## src/rtl/sar_adc_sequencer.sv

```systemverilog
// SAR conversion sequencer: issues conversion/calibration requests to the engine and buffers results in a FWFT FIFO.
// Build option SAR_SEQ_AVG4_EN: push the mean of every four conversions instead of each raw result.
module sar_adc_sequencer #(
    parameter int FIFO_DEPTH = 8,
    parameter int GAP_CYCLES = 4,
    parameter int CAL_PERIOD = 1024,
    parameter int TIMEOUT    = 63
) (
    input  logic                        clk,
    input  logic                        rst,
    input  logic                        i_start,
    input  logic                        i_continuous,
    input  logic                        i_stop,
    input  logic                        i_cal_req,
    output logic                        o_adc_en,
    output logic                        o_adc_cal,
    input  logic                        i_adc_valid,
    input  logic [9:0]                  i_adc_result,
    input  logic                        i_rd_en,
    output logic [9:0]                  o_rd_data,
    output logic                        o_rd_empty,
    output logic [$clog2(FIFO_DEPTH):0] o_fifo_count,
    output logic                        o_busy,
    output logic                        o_cal_done,
    output logic                        o_overflow,
    output logic                        o_timeout_err,
    input  logic                        i_clr_err,
    output logic [1:0]                  o_state
);
    localparam int AW = $clog2(FIFO_DEPTH);
    localparam int TW = $clog2(TIMEOUT + 1);
    localparam int GW = (GAP_CYCLES > 1) ? $clog2(GAP_CYCLES) : 1;
    localparam int PW = (CAL_PERIOD > 1) ? $clog2(CAL_PERIOD) : 1;

    localparam logic [1:0] S_IDLE  = 2'd0;
    localparam logic [1:0] S_ISSUE = 2'd1;
    localparam logic [1:0] S_WAIT  = 2'd2;
    localparam logic [1:0] S_GAP   = 2'd3;

    logic [1:0]    r_state;
    logic          r_cal_pending;
    logic          r_is_cal;
    logic          r_owed;
    logic          r_cont;
    logic          r_stop_lat;
    logic          r_cal_done;
    logic          r_overflow;
    logic          r_timeout_err;
    logic [TW-1:0] r_timer;
    logic [GW-1:0] r_gap;
    logic [PW-1:0] r_conv_cnt;

    logic [9:0]    r_mem [FIFO_DEPTH];
    logic [AW-1:0] r_wr_ptr;
    logic [AW-1:0] r_rd_ptr;
    logic [AW:0]   r_count;

    logic       w_in_wait;
    logic       w_conv_done;
    logic       w_cal_fin;
    logic       w_tmo;
    logic       w_gap_end;
    logic       w_more;
    logic       w_period_hit;
    logic       w_stop_clr;
    logic       w_push_req;
    logic [9:0] w_push_data;
    logic       w_full;
    logic       w_pop;
    logic       w_push;
    logic       w_drop;

    // Engine handshake: o_adc_en is a one-cycle request (o_adc_cal qualifies it);
    // the engine answers with a one-cycle i_adc_valid, honoured only while waiting.
    assign w_in_wait    = (r_state == S_WAIT);
    assign w_conv_done  = w_in_wait && i_adc_valid && !r_is_cal;
    assign w_cal_fin    = w_in_wait && i_adc_valid && r_is_cal;
    assign w_tmo        = w_in_wait && !i_adc_valid && (r_timer == TW'(TIMEOUT - 1));
    assign w_gap_end    = (r_state == S_GAP) && (r_gap == GW'(GAP_CYCLES - 1));
    assign w_more       = r_owed || (r_cont && !r_stop_lat);
    assign w_period_hit = (CAL_PERIOD != 0) && w_conv_done && (r_conv_cnt == PW'(CAL_PERIOD - 1));
    assign w_stop_clr   = w_tmo || ((w_cal_fin || w_gap_end) && !w_more);

`ifdef SAR_SEQ_AVG4_EN
    logic [11:0] r_acc;
    logic [1:0]  r_avg_cnt;
    logic [11:0] w_sum;

    assign w_sum       = r_acc + {2'b00, i_adc_result};
    assign w_push_req  = w_conv_done && (r_avg_cnt == 2'd3);
    assign w_push_data = w_sum[11:2];

    always_ff @(posedge clk) begin
        if (rst || w_cal_fin || w_tmo) begin
            r_acc     <= '0;
            r_avg_cnt <= '0;
        end else if (w_conv_done) begin
            r_acc     <= (r_avg_cnt == 2'd3) ? 12'd0 : w_sum;
            r_avg_cnt <= r_avg_cnt + 2'd1;
        end
    end
`else
    assign w_push_req  = w_conv_done;
    assign w_push_data = i_adc_result;
`endif

    assign w_full = (r_count == (AW + 1)'(FIFO_DEPTH));
    assign w_pop  = i_rd_en && (r_count != '0);
    assign w_push = w_push_req && (!w_full || w_pop);
    assign w_drop = w_push_req && w_full && !w_pop;

    always_ff @(posedge clk) begin
        if (rst) begin
            r_state  <= S_IDLE;
            r_timer  <= '0;
            r_gap    <= '0;
            r_is_cal <= 1'b0;
            r_owed   <= 1'b0;
            r_cont   <= 1'b0;
        end else begin
            case (r_state)
                S_IDLE: begin
                    if (i_start) begin
                        r_cont  <= i_continuous;
                        r_owed  <= 1'b1;
                        r_state <= S_ISSUE;
                    end else if (i_cal_req) begin
                        r_cont  <= 1'b0;
                        r_owed  <= 1'b0;
                        r_state <= S_ISSUE;
                    end
                end
                S_ISSUE: begin
                    r_is_cal <= r_cal_pending;
                    r_timer  <= '0;
                    r_state  <= S_WAIT;
                end
                S_WAIT: begin
                    r_timer <= r_timer + 1'b1;
                    r_gap   <= '0;
                    if (w_cal_fin) begin
                        r_state <= w_more ? S_GAP : S_IDLE;
                    end else if (w_conv_done) begin
                        r_owed  <= 1'b0;
                        r_state <= S_GAP;
                    end else if (w_tmo) begin
                        r_state <= S_IDLE;
                    end
                end
                default: begin
                    r_gap <= r_gap + 1'b1;
                    if (w_gap_end) r_state <= w_more ? S_ISSUE : S_IDLE;
                end
            endcase
        end
    end

    // A new calibration request beats a same-cycle calibration completion.
    always_ff @(posedge clk) begin
        if (rst) begin
            r_cal_pending <= 1'b1;
            r_conv_cnt    <= '0;
            r_stop_lat    <= 1'b0;
            r_cal_done    <= 1'b0;
            r_overflow    <= 1'b0;
            r_timeout_err <= 1'b0;
        end else begin
            r_cal_done <= w_cal_fin;
            if (w_conv_done && (CAL_PERIOD != 0)) r_conv_cnt <= w_period_hit ? '0 : r_conv_cnt + 1'b1;
            if (i_cal_req || w_period_hit) r_cal_pending <= 1'b1;
            else if (w_cal_fin)            r_cal_pending <= 1'b0;
            if (w_stop_clr)                          r_stop_lat <= 1'b0;
            else if (i_stop && (r_state != S_IDLE))  r_stop_lat <= 1'b1;
            if (i_clr_err)   r_overflow <= 1'b0;
            else if (w_drop) r_overflow <= 1'b1;
            if (i_clr_err)  r_timeout_err <= 1'b0;
            else if (w_tmo) r_timeout_err <= 1'b1;
        end
    end

    always_ff @(posedge clk) begin
        if (w_push) r_mem[r_wr_ptr] <= w_push_data;
    end

    always_ff @(posedge clk) begin
        if (rst) begin
            r_wr_ptr <= '0;
            r_rd_ptr <= '0;
            r_count  <= '0;
        end else begin
            if (w_push) r_wr_ptr <= r_wr_ptr + 1'b1;
            if (w_pop)  r_rd_ptr <= r_rd_ptr + 1'b1;
            case ({w_push, w_pop})
                2'b10:   r_count <= r_count + 1'b1;
                2'b01:   r_count <= r_count - 1'b1;
                default: r_count <= r_count;
            endcase
        end
    end

    assign o_adc_en      = (r_state == S_ISSUE);
    assign o_adc_cal     = (r_state == S_ISSUE) && r_cal_pending;
    assign o_rd_data     = (r_count == '0) ? 10'd0 : r_mem[r_rd_ptr];
    assign o_rd_empty    = (r_count == '0);
    assign o_fifo_count  = r_count;
    assign o_busy        = (r_state != S_IDLE);
    assign o_cal_done    = r_cal_done;
    assign o_overflow    = r_overflow;
    assign o_timeout_err = r_timeout_err;
    assign o_state       = r_state;

endmodule

```

## config.mk

```make
export PLATFORM = sky130hd
export DESIGN_NAME = sar_adc_sequencer
export DESIGN_NICKNAME = d
export VERILOG_FILES = /design/src/rtl/sar_adc_sequencer.sv
export SDC_FILE = /design/constraint.sdc
export NUM_CORES = 1
export LEC_CHECK = 0
export CAP_MARGIN = 10
export CORE_AREA = 2 2 102 104
export CTS_BUF_LIST = sky130_fd_sc_hd__clkbuf_16
export DETAILED_ROUTE_END_ITERATION = 16
export DIE_AREA = 0 0 104 106
export PLACE_DENSITY = 0.75
export SYNTH_ARGS = -nofsm -noshare
export SYNTH_HDL_FRONTEND = slang
export SYNTH_SLANG_ARGS = --single-unit
```

## constraint.sdc

```tcl
create_clock -name clk -period 2.2 [get_ports clk]
set_input_delay 0.44 -clock clk [delete_from_list [all_inputs] [get_ports clk]]
set_output_delay 0.44 -clock clk [all_outputs]
set_load 0.01 [all_outputs]
```

==> results of run 1 <==
==> registers in the layout (all words and copies together) (netlist names), named ones only <==
| name | flops |
|---|---|
| r_conv_cnt | 10 |
| o_cal_done | 1 |
| r_rd_ptr | 3 |
| o_timeout_err | 1 |
| r_cal_pending | 1 |
| r_mem | 80 |
| r_wr_ptr | 3 |
| r_stop_lat | 1 |
| o_fifo_count | 4 |
| o_overflow | 1 |
| o_state | 2 |
| r_owed | 1 |
| r_timer | 6 |
| r_cont | 1 |
| r_is_cal | 1 |
| r_gap | 2 |
==> power by group <==
| part | internal (µW) | switching [µW] |
|---|---|---|
| Clock | 1550 | 1000 |
| Sequential | 2540 | 130 |
| Combinational | 940 | 885 |
==> routing by layer <==
layer / GRT usage / part of all wire / vias up
li1: - / - / 1511
met1: 0.243 / 0.41 / 1597
met2: 0.357 / 0.52 / 95
met3: 0.0613 / 0.056 / 15
met4: 0.0724 / 0.0086 / 0
met5: 0 / 0 / -
==> metrics by stage <==
step,total power (µW),TNS (ns)
after floorplan,3760,0
after global placement,4460,-0.0292
after detailed placement,4510,-0.191
after CTS,7110,-0.615
after global routing,7370,-1.36
final,7050,-0.473
==> area by class of cell <==
class	instances	area [µm²]	area share
clock buffer	17	425	0.0661
multi-input combinational	213	1770	0.275
timing repair buffer	75	676	0.105
inverter	9	33.8	0.00525
tap	136	170	0.0265
sequential	121	3230	0.502
clock inverter	15	129	0.0200
==> logic make-up after synthesis <==
| family | count (synthesis) |
|---|---|
| simple gates | 102 |
| xor+xnor | 15 |
| mux | 36 |
| fa+ha+maj | 11 |
| compound gates | 49 |
| buf+inv | 24 |
| flops | 121 |
==> repair_timing <==
action,in CTS,in global routing
setup buffers,1,0
setup endpoints to repair,14,13
resized for setup,51,3
gates cloned,1,0
hold endpoints to repair,0,0
==> worst max path at each step <==
stage	start	to	slack (ns)	depth (start not counted)
2_1_floorplan	o_state[0]$_SDFFE_PP0P_	r_mem[4][0]$_DFFE_PP_	0.03	6
3_3_place_gp	i_adc_valid	o_fifo_count[2]$_SDFFE_PP0P_	-0.03	8
3_5_place_dp	i_rd_en	o_fifo_count[2]$_SDFFE_PP0P_	-0.09	8
4_1_cts	register	o_rd_data[1]	-0.10	5
5_1_grt	register	o_rd_data[6]	-0.17	5
6_report	register	o_rd_data[3]	-0.09	5
==> critical path: stages, from the launching register on <==
cell and delay, ns:
dfxtp_4 0.41, buf_12 0.15, mux4_2 0.50, mux2i_1 0.19, nor2_1 0.05, buf_2 0.13
==> layout by cell type, fill, tap and decap left out, drive strengths merged, types with 4 or more instances in the layout <==
master         synthesis  layout
o21ai                 13      13
buf                    6      44
a21oi                 13      13
edfxtp                80      80
nand3                  9       9
nor3                   7       7
clkinvlp               0       4
clkdlybuf4s50          0      28
nand2b                 8       8
inv                    9      11
dfxtp                 41      41
nor2                  44      44
mux2i                 14      14
xor2                  14      14
mux4                  20      20
clkbuf                 9      17
nand4                  6       6
clkinv                 0       8
ha                    11      11
nand2                 10      10
==> reports/metrics.yaml, run 1 <==
num_vias: 3218
hold_viol_final: 0
drt-initial-drc-count: 221
dp.cells: 552
insertion_delay_ns: 0.40
rsz0062_at_grt: "true"
finalCriticalPeriod_ns: 2.29
synth_xor_area_frac: 0.0259
numCtsBuffers: 17
initial_utilization: 0.507
slew_violations: 0
place.gp.congestion: 0.876
cts.path.max_buffers: 2
clk_pin_slew_ns: 0.06
timing.hold.ws_ns: 0.457
drcViolationCount: 0
drtAntennaViolNets: 0
synth_top_area_share: 0.474
yosys.area_share.adder: 0.0272
worstPathArrival_ns: 1.85
grt_pass1_vias: 3372
setup_viol: 10
fin_area_um2: 6430
utilization: 0.643
yosysTopAreaCell: "edfxtp_1"
coreArea_um2: 10000
wl_per_cell_um: 17.6
grt_max_degree: 21
grt_pass1_wl_um: 17200
synth_area_leaders: "edfxtp_1 (47%), dfxtp_1 (16%), mux4_2 (8.9%), nor2_1 (3.2%), mux2i_1 (2.8%)"
skew_ns: 0.00581
yosysUniqueCellTypes: 49
outcome: "complete, but fails checks"
yosysMostFrequentCell: "edfxtp_1"
synth_top_family_by_area: "multiplexers"
path_class: "register to output port"
r2r-end: "o_fifo_count[2]$_SDFFE_PP0P_"
r2r-start: "o_state[0]$_SDFFE_PP0P_"
yosys_warnings: 0
cts.sinks: 121
syn_area_um2: 5070
failed_checks: "setup timing"
synth_seq_cells: 121
worst_pin_slew_ns: 0.408
p_leak_uw: 0.00231
area_growth_pct: 26.9
first_pass_iters: 4
io_buffers: 41
netlist_instances: 358
layout_setup_ws_ns: -0.0869
seq_area_frac_synth: 0.636
p_per_area_nw_per_um2: 1100
start_kind: "register"
end_kind: "output port"
overflow: 0
ys.flop_type: "edfxtp_1"
whs_path_depth: 1
synth_edf_count: 80
drive_gt1_frac: 0.251
place_area_um2: 5860
vias_per_cell: 5.49
antenna_found_initial: 0
timing.final.crit_share: 1.04
tritoncts: "yes"
clockRootBuffer: "clkbuf_16"
totalWireLength_um: 10300
place_ws_ns: -0.0880
hold_path_class: "register to register"
fmax_mhz: 437
synth_mux_area_frac: 0.121
hpwl_um: 6630
groute.usage.overall: 0.205
netlist_top_cells_count: "edfxtp_1 (80), nor2_1 (43), dfxtp_1 (41)"
antenna_cells: 0
cts-hold-fix-buffers: 0
yosys.area_share.simple: 0.0998
reg2regPathDepth: 9
irDropWorstVdd_uv: 495
synth_area_per_cell_um2: 14.2
worstPathRequired_ns: 1.76
slew_headroom: 0.726
final_cells: 586
die-area_um2: 11000
synth_compound_area_frac: 0.0701
hold-path-endpoint: "r_cal_pending$_SDFFE_PP1N_"
n_fill_cell: 751
min_from: "r_cal_pending$_SDFFE_PP1N_"
synthesis.nets: 388
htreeDepth: 4
rows: 37
die_w_um: 104
async_flop_share: 0
critPathMaxFanout: 7
rrSetupSlack_ns: 0.22
fp.dieH_um: 106
drv_cap: 0
ioPinCount: 42
finalNetCount: 467
No activity file was read; power rests on OpenSTA's default activity.
==> run 2, diff against run 1 <==
- CORE_AREA: 2 2 102 104 -> 2 2 100 102
- CTS_BUF_LIST: sky130_fd_sc_hd__clkbuf_16 -> sky130_fd_sc_hd__clkbuf_4
- DIE_AREA: 0 0 104 106 -> 0 0 102 104
- PLACE_DENSITY: 0.75 -> 0.77
==> run 2 against run 1 <==
The flow still finishes with violations (setup timing). First-iteration DRC count shrank 13%. Power is 12% lower. Clock skew up 0.014 ns. Sequential power shrank 2%. Design area shrank 3.0%. Hold slack better by 0.019 ns. Routed wire length is 2.5% lower. Sequential share of layout area increased by 1.6 points. Critical path depth increased by 1. Critical path type unchanged.
==> reports/metrics.yaml, run 2 (synthesis results as in run 1) <==
cp_slowest_cell: "mux4_2"
slew_violations: 0
outcome: "complete, but fails checks"
totalWireLength_um: 10100
num_vias: 3203
drive_gt1_frac: 0.259
start_kind: "register"
hold-path-endpoint: "o_timeout_err$_SDFFE_PP0P_"
min_from: "o_timeout_err$_SDFFE_PP0P_"
r2r-end: "o_fifo_count[2]$_SDFFE_PP0P_"
grt_max_degree: 21
area_growth_pct: 23.2
htreeDepth: 4
worst_pin_slew_ns: 0.390
insertion_delay_ns: 0.52
io_buffers: 41
clk_pin_slew_ns: 0.12
r2r-start: "o_state[0]$_SDFFE_PP0P_"
fp.dieH_um: 104
irDropWorstVdd_uv: 642
vias_per_cell: 5.44
reg_top3: "r_mem: 80 flops, r_conv_cnt: 10 flops, r_timer: 6 flops"
whs_path_depth: 1
antenna_found_initial: 0
overflow: 0
wl_per_cell_um: 17.1
multi_input_area_um2: 1770
hold_path_class: "register to register"
cts.sinks: 121
largest_register_ffs: 80
numCtsBuffers: 17
die-area_um2: 10600
seqCellArea_um2: 3230
worstPathArrival_ns: 2.04
drv_cap: 0
p_per_area_nw_per_um2: 995
layout_setup_ws_ns: -0.277
cts-hold-fix-buffers: 0
failed_checks: "setup timing"
drcViolationCount: 0
utilization: 0.654
finalNetCount: 473
skew_ns: 0.0195
die_w_um: 102
power_uw: 6210
rows: 36
top_register: "r_mem"
p_leak_uw: 0.00221
groute.usage.overall: 0.203
end_kind: "output port"
worstPathRequired_ns: 1.76
place.gp.congestion: 0.848
clockRootBuffer: "clkbuf_4"
path_class: "register to output port"
cts.path.max_buffers: 2
critical-path-max-stage-delay_ns: 0.49
final_cell_mix: "edfxtp_1 (80), nor2_1 (43), dfxtp_1 (38)"
cp_common_cell: "buf_12"
cp_cell_sequence: "buf_12 > buf_12 > mux4_2 > mux2i_1 > nor2_1 > buf_2"
critPathMaxFanout: 5
rsz0062_at_grt: "true"
place_area_um2: 5860
reg2regPathDepth: 9
slew_headroom: 0.737
hold_viol_final: 0
path_buf_inv: 3
finalCriticalPeriod_ns: 2.48
first_pass_iters: 4
coreArea_um2: 9550
tritoncts: "yes"
timing.final.crit_share: 1.13
drtAntennaViolNets: 0
drt-initial-drc-count: 192
critical-path-top-delay-family: "multiplexers"
initial_utilization: 0.531
rrSetupSlack_ns: 0.20
fin_area_um2: 6240
fmax_mhz: 404
n_fill_cell: 699
antenna_cells: 0
grt_pass1_wl_um: 16200
final_common_cell: "edfxtp_1"
ioPinCount: 42
setup_viol: 10
grt_pass1_vias: 3208
hpwl_um: 6360
timing.hold.ws_ns: 0.476
## run 2: cell count changes in the layout (fill, tap and decap cells not counted), moves of 4 or more
| cell | change |
|---|---|
| dlygate4sd2_1 | +4 |
| clkbuf_4 | +17 |
| clkbuf_16 | -17 |
| inv_6 | +5 |
| clkinv_2 | -5 |
## run 2: per-layer routing
layer	track usage	wire length [µm]
met1	0.268	4340
met2	0.320	5070
met5	0	0
met4	0.0714	61
met3	0.0585	579
## run 2: how the worst max path moves through the flow
stage	startpoint	to	slack, ns	depth (start not counted)
floorplan	o_state[0]$_SDFFE_PP0P_	r_mem[4][0]$_DFFE_PP_	0.03	6
global route	register	o_rd_data[4]	-0.39	6
CTS	register	o_rd_data[4]	-0.35	6
global placement	i_adc_valid	r_mem[6][6]$_DFFE_PP_	-0.06	6
detailed placement	register	o_rd_data[4]	-0.11	5
finish	register	o_rd_data[4]	-0.28	6
## run 2: report_power, final
| group | leakage (µW) | total (µW) | switching [µW] | internal [µW] |
|---|---|---|---|---|
| sequential | 0.00105 | 2620 | 93.5 | 2530 |
| combinational | 0.00101 | 2030 | 982 | 1050 |
| clock | 0.000147 | 1550 | 946 | 608 |
| total | 0.00221 | 6210 | 2020 | 4190 |
## run 2: timing repair
item	CTS	global route
resized for setup	55	0
hold endpoints to repair	0	0
cloned	3	0
pin swaps	3	4
setup endpoints to repair	14	10
setup buffers	4	1
## run 2: area by class of cell
cell class / count / share of cell area
Multi-Input combinational cell: 213 / 0.283
Inverter: 9 / 0.00541
Tap cell: 133 / 0.0267
Sequential cell: 121 / 0.518
Clock inverter: 15 / 0.0251
Timing Repair Buffer: 81 / 0.121
Clock buffer: 17 / 0.0204
## run 2: per-stage QoR
stage / worst slack, ns / instances / setup TNS [ns]
final: -0.277 / 589 / -2.16
after detailed placement: -0.107 / 550 / -2.75
after floorplan: 0.0265 / 358 / 0
after global placement: -0.0599 / 550 / -1.01
after CTS: -0.350 / 589 / -2.95
after global routing: -0.387 / 589 / -3.09
